$ cat src/rtl/pixel_stream_packer_if.sv
`default_nettype none
// ============================================================================
// Module   : pixel_stream_packer_if
// Brief    : Pixel input and AXI4-Stream video output bundle of the packer.
// Revision : 1.0  initial release
// ============================================================================
interface pixel_stream_packer_if #(
    parameter int PIX_WIDTH = 24
) ();
    logic [PIX_WIDTH-1:0] pixel_in;
    logic                 valid_in;
    logic                 in_ready;
    logic [PIX_WIDTH-1:0] out_tdata;
    logic                 out_tvalid;
    logic                 out_tready;
    logic                 out_tlast;
    logic                 out_tuser;

    // Producer/sink side: shading stage upstream plus the VDMA sink.
    modport master (
        output pixel_in,
        output valid_in,
        output out_tready,
        input  in_ready,
        input  out_tdata,
        input  out_tvalid,
        input  out_tlast,
        input  out_tuser
    );

    modport slave (
        input  pixel_in,
        input  valid_in,
        input  out_tready,
        output in_ready,
        output out_tdata,
        output out_tvalid,
        output out_tlast,
        output out_tuser
    );
endinterface
`default_nettype wire

$ cat src/rtl/pixel_stream_packer.sv
`default_nettype none
// ============================================================================
// Module   : pixel_stream_packer
// Brief    : FWFT pixel FIFO feeding an AXI4-Stream video output with
//            tuser (start of frame) and tlast (end of line) framing.
// Revision : 1.0  initial release
// ============================================================================
module pixel_stream_packer #(
    parameter int PIX_WIDTH  = 24,
    parameter int IMG_W      = 640,
    parameter int IMG_H      = 480,
    parameter int FIFO_DEPTH = 16
) (
    input  wire logic                          clk,
    input  wire logic                          rst,
    pixel_stream_packer_if.slave               bus,
    output logic                               frame_done,
    output logic                               overflow,
    output logic [$clog2(FIFO_DEPTH):0]        fill_level
);
    localparam int AW = $clog2(FIFO_DEPTH);
    localparam int CW = AW + 1;
    localparam int XW = (IMG_W > 1) ? $clog2(IMG_W) : 1;
    localparam int YW = (IMG_H > 1) ? $clog2(IMG_H) : 1;

    localparam logic [CW-1:0] c_DEPTH  = CW'(FIFO_DEPTH);
    localparam logic [XW-1:0] c_X_LAST = XW'(IMG_W - 1);
    localparam logic [YW-1:0] c_Y_LAST = YW'(IMG_H - 1);

    logic [PIX_WIDTH-1:0] r_mem [FIFO_DEPTH];
    logic [AW-1:0]        r_wr_ptr;
    logic [AW-1:0]        r_rd_ptr;
    logic [CW-1:0]        r_count;
    logic [XW-1:0]        r_x;
    logic [YW-1:0]        r_y;
    logic                 r_frame_done;
    logic                 r_overflow;

    logic w_empty;
    logic w_full;
    logic w_rd;
    logic w_wr;
    logic w_drop;

    assign w_empty = (r_count == '0);
    assign w_full  = (r_count == c_DEPTH);
    assign w_rd    = !w_empty && bus.out_tready;
    // A full FIFO still accepts a write when the head leaves in the same cycle.
    assign w_wr    = bus.valid_in && (!w_full || w_rd);
    assign w_drop  = bus.valid_in && w_full && !w_rd;

    // Storage carries no reset: contents are only observable behind r_count.
    always_ff @(posedge clk) begin
        if (w_wr) begin
            r_mem[r_wr_ptr] <= bus.pixel_in;
        end
    end

    always_ff @(posedge clk) begin
        if (rst) begin
            r_wr_ptr <= '0;
            r_rd_ptr <= '0;
            r_count  <= '0;
        end else begin
            if (w_wr) begin
                r_wr_ptr <= r_wr_ptr + AW'(1);
            end
            if (w_rd) begin
                r_rd_ptr <= r_rd_ptr + AW'(1);
            end
            case ({w_wr, w_rd})
                2'b10:   r_count <= r_count + CW'(1);
                2'b01:   r_count <= r_count - CW'(1);
                default: r_count <= r_count;
            endcase
        end
    end

    always_ff @(posedge clk) begin
        if (rst) begin
            r_overflow <= 1'b0;
        end else if (w_drop) begin
            r_overflow <= 1'b1;
        end
    end

    // Raster position of the pixel currently at the FIFO head; moves on beats only.
    always_ff @(posedge clk) begin
        if (rst) begin
            r_x          <= '0;
            r_y          <= '0;
            r_frame_done <= 1'b0;
        end else begin
            r_frame_done <= 1'b0;
            if (w_rd) begin
                if (r_x == c_X_LAST) begin
                    r_x <= '0;
                    if (r_y == c_Y_LAST) begin
                        r_y          <= '0;
                        r_frame_done <= 1'b1;
                    end else begin
                        r_y <= r_y + YW'(1);
                    end
                end else begin
                    r_x <= r_x + XW'(1);
                end
            end
        end
    end

    assign bus.in_ready   = !w_full;
    assign bus.out_tvalid = !w_empty;
    assign bus.out_tdata  = r_mem[r_rd_ptr];
    assign bus.out_tlast  = !w_empty && (r_x == c_X_LAST);
    assign bus.out_tuser  = !w_empty && (r_x == '0) && (r_y == '0);

    assign frame_done = r_frame_done;
    assign overflow   = r_overflow;
    assign fill_level = r_count;
endmodule
`default_nettype wire

$ cat src/flat_wrapper.sv
// flat-port wrapper written by rule: the top's interface ports become plain ports
module pixel_stream_packer_flat 
#(
    parameter int PIX_WIDTH  = 24,
    parameter int IMG_W      = 640,
    parameter int IMG_H      = 480,
    parameter int FIFO_DEPTH = 16
)
  (clk, rst, frame_done, overflow, fill_level, bus_pixel_in, bus_valid_in, bus_out_tready, bus_in_ready, bus_out_tdata, bus_out_tvalid, bus_out_tlast, bus_out_tuser);
  pixel_stream_packer_if #(.PIX_WIDTH(PIX_WIDTH)) bus_i ();
  input  wire logic clk;
  input  wire logic rst;
  output logic frame_done;
  output logic overflow;
  output logic [$clog2(FIFO_DEPTH):0] fill_level;
  input wire logic [$bits(bus_i.pixel_in)-1:0] bus_pixel_in;
  input wire logic [$bits(bus_i.valid_in)-1:0] bus_valid_in;
  input wire logic [$bits(bus_i.out_tready)-1:0] bus_out_tready;
  output wire logic [$bits(bus_i.in_ready)-1:0] bus_in_ready;
  output wire logic [$bits(bus_i.out_tdata)-1:0] bus_out_tdata;
  output wire logic [$bits(bus_i.out_tvalid)-1:0] bus_out_tvalid;
  output wire logic [$bits(bus_i.out_tlast)-1:0] bus_out_tlast;
  output wire logic [$bits(bus_i.out_tuser)-1:0] bus_out_tuser;
  assign bus_i.pixel_in = bus_pixel_in;
  assign bus_i.valid_in = bus_valid_in;
  assign bus_i.out_tready = bus_out_tready;
  assign bus_in_ready = bus_i.in_ready;
  assign bus_out_tdata = bus_i.out_tdata;
  assign bus_out_tvalid = bus_i.out_tvalid;
  assign bus_out_tlast = bus_i.out_tlast;
  assign bus_out_tuser = bus_i.out_tuser;
  pixel_stream_packer #(.PIX_WIDTH(PIX_WIDTH), .IMG_W(IMG_W), .IMG_H(IMG_H), .FIFO_DEPTH(FIFO_DEPTH)) u_core (.clk(clk), .rst(rst), .bus(bus_i), .frame_done(frame_done), .overflow(overflow), .fill_level(fill_level));
endmodule
$ cat config.mk
export PLATFORM = sky130hd
export DESIGN_NAME = pixel_stream_packer_flat
export DESIGN_NICKNAME = d
export VERILOG_FILES = /design/src/rtl/pixel_stream_packer_if.sv /design/src/rtl/pixel_stream_packer.sv /design/src/flat_wrapper.sv
export SDC_FILE = /design/constraint.sdc
export NUM_CORES = 1
export LEC_CHECK = 0
export ABC_AREA = 0
export BUFFER_PORTS_ARGS = -buffer_cell sky130_fd_sc_hd__buf_2
export CAP_MARGIN = 20
export CORE_ASPECT_RATIO = 0.7
export CORE_MARGIN = 2
export CORE_UTILIZATION = 60
export DETAILED_ROUTE_END_ITERATION = 6
export PLACE_DENSITY = 0.78
export SLEW_MARGIN = 10
export SYNTH_ARGS = -nofsm -noshare
export SYNTH_HDL_FRONTEND = slang
export SYNTH_SLANG_ARGS = --single-unit
$ cat constraint.sdc
create_clock -name clk -period 3.97 [get_ports clk]
set_input_delay 0.794 -clock clk [delete_from_list [all_inputs] [get_ports clk]]
set_output_delay 0.794 -clock clk [all_outputs]
set_load 0.05 [all_outputs]
==> qor.csv <==
metric,value,unit
Post-synth top flop,edfxtp_1,
Synth-to-Final Area Change,13.2,%
Setup Buffers After CTS,0,
Gate power share,17.5,%
total clock sinks,422,
crit path max fanout,39,
layout cells sized above 1,32.6,%
total gr overflow,0,
CTS max path bufs,3,
vias per inst,6.59,
internal cell power,7.83,mW
TritonCTS clock tree,built,
HPWL after detailed placement,19200,µm
TNS Setup,0,ns
Pins Over Slew Limit,0,
status,"finished, final reports clean",
drt total wl,35100,µm
Slew headroom,29.4,%
f_max,0.280,GHz
min Tclk post-route,3.57,ns
die height,142,µm
crit end category,primary output,
Sw Ratio,26.4,%
Ys Warns,0,
Cells after Synth,782,
DR pass1 iterations,5,
drt first-iter violations,860,
Worst Tran Pin Value,1.06,ns
period utilization,89.9,%
PostCTS Resize Cnt,0,
All-Layer GR Usage,25.4,%
maxcap violations,0,
Die ar.,0.0287,mm²
Netlist cell types,51,
CORE AREA,0.0268,mm²
CP required,3.18,ns
"Clk pin slew, worst setup/hold paths",0.07,ns
Synth Area per Inst,21.0,µm²
"most common cell after layout, fill and taps aside",edfxtp_1,
Final Hold Vio Count,0,
die width,202,µm
post-route ant nets,0,
global-route wire length before repair,52600,µm
RSZ-0062 raised after global routing,no,
ys async rst share,0,%
initial antenna violation count,1,
fin nets,910,
Netlist Area Pre-Place,0.0164,mm²
Seq pwr share,47.7,%
initial core utilization,61.2,%
Final Power,10.6,mW
"Seq/Total Area, Yosys",74.9,%
final-report setup violation count,0,
WS Path Type,flop to primary output,
Switch Pwr,2.81,mW
DRC,0,
Rows,50,
Multi-input gate area,0.00397,mm²
total CTS buffers,38,
H-tree Lvls,2,
Mapped Nets,820,
VDD IR max,394,µV
IO Port Bufs,62,
Final Core Density,69.2,%
Post-synth EDFFs,384,
hold buffers post-CTS,0,
pin count of the biggest net entering global routing,41,
clock share of power,34.9,%
"Clk Latency, worst-skew pair",0.54,ns
fillcell total,1593,
Synth Register Bits,422,
vias in the first global route,8533,
CTS Root Cell,clkbuf_16,
most frequent cells in the layout,"384 x edfxtp_1, 120 x mux4_2, 62 x buf_2",
Hold Crit Class,flop to flop,
Sequential cell area,0.0123,mm²
via count,8331,
Power per Cell Area,572,mW/mm²
Lkg Pwr,5.83,nW
wire per inst,27.8,µm
GP Congestion,0.797,
# IOs,63,
CP arrival,2.78,ns
Clock Skews,0.0260,ns
element type at the critical path start,flop,
## through the flow
stage,hold slack (ns),area [µm²],cells,worst slack [ns]
after floorplan,0.465,16400,782,0.0453
after global placement,0.444,17300,1196,0.945
after detailed placement,0.489,17300,1196,0.933
after CTS,0.502,18600,1263,0.353
after global routing,0.550,18600,1263,0.287
final,0.507,18600,1264,0.400
## cell type report
class	instances	area share [%]
antenna	1	0.0135
clock buffer	48	5.43
clock inverter	19	1.27
inverter	12	0.242
multi-input combinational	308	21.3
sequential	422	66.2
tap	364	2.45
timing repair buffer	90	3.07
## synth_stat cells (2+ instances only)
| library cell | instances | area [µm²] |
|---|---|---|
| a21oi_1 | 20 | 100 |
| and2_1 | 2 | 12.5 |
| and3_1 | 2 | 12.5 |
| and4_1 | 3 | 26.3 |
| buf_1 | 7 | 26.3 |
| buf_2 | 8 | 40.0 |
| clkbuf_1 | 24 | 90.1 |
| dfxtp_1 | 38 | 761 |
| edfxtp_1 | 384 | 11500 |
| ha_1 | 10 | 125 |
| inv_1 | 12 | 45.0 |
| mux2_2 | 3 | 33.8 |
| mux4_2 | 120 | 2700 |
| nand2_1 | 13 | 48.8 |
| nand2b_1 | 4 | 25.0 |
| nand3_1 | 11 | 55.1 |
| nand4_1 | 2 | 12.5 |
| nor2_1 | 29 | 109 |
| nor2b_1 | 4 | 25.0 |
| nor3_1 | 10 | 50.1 |
| nor3b_1 | 2 | 15.0 |
| nor4_1 | 5 | 31.3 |
| o211ai_1 | 2 | 15.0 |
| o21a_1 | 2 | 15.0 |
| o21ai_0 | 6 | 30.0 |
| o21ai_1 | 3 | 15.0 |
| o31ai_1 | 10 | 75.1 |
| or3_1 | 5 | 31.3 |
| or4_1 | 11 | 82.6 |
| xnor2_1 | 3 | 26.3 |
| xor2_1 | 7 | 61.3 |
## sequential cells by signal, summed over array words and instances (netlist names), named ones only
register and cells:
u_core.fill_level 5, u_core.overflow 1, u_core.frame_done 1, u_core.r_y 9
u_core.r_wr_ptr 4, u_core.r_mem 384, u_core.r_rd_ptr 4, u_core.r_x 10
## logic make-up after synthesis
family	after synthesis	share of synthesized area, %
muxes	124	16.7
buffers and inverters	52	1.27
xor gates and xnor gates	10	0.534
AOI/OAI and AO/OA	53	2.07
and+or+nand+nor	111	3.75
adders and majority gates	10	0.762
DFF	422	74.9
## metal layers
metal	part of all wire [%]	GRT usage, %	up-vias	routed length [µm]
met1	39	35.6	4387	13800
li1	-	-	3443	-
met3	8.5	4.19	73	2990
met5	0	0	-	0
met2	50	42.3	428	17600
met4	2.1	7.00	0	739
## power groups by stage
stage | sequential, mW | combinational (mW) | clock (mW)
after global routing | 5.08 | 1.97 | 3.95
after CTS | 5.07 | 1.87 | 3.76
after global placement | 5.15 | 1.80 | 0
final | 5.07 | 1.86 | 3.71
after floorplan | 5.14 | 1.43 | 0
after detailed placement | 5.16 | 1.86 | 0
## path summary, 6_finish.rpt
check,start,slack [ns],cells after the start,end
worst max register to register,u_core.fill_level[0]$_SDFFE_PP0P_,1.20,4,u_core.r_mem[11][10]$_DFFE_PP_
worst min-delay path,u_core.r_rd_ptr[1]$_SDFFE_PP0N_,0.51,2,flop
worst min register to register,u_core.r_rd_ptr[1]$_SDFFE_PP0N_,0.51,2,flop
worst max-delay path,flop,0.40,4,bus_out_tdata[0]
## critical path, stage by stage, from the launching register on
cell	delay [ns]
dfxtp_4	0.75
buf_4	0.35
mux4_2	0.32
mux4_2	0.54
buf_2	0.24
(Power assumes the default switching activity.)
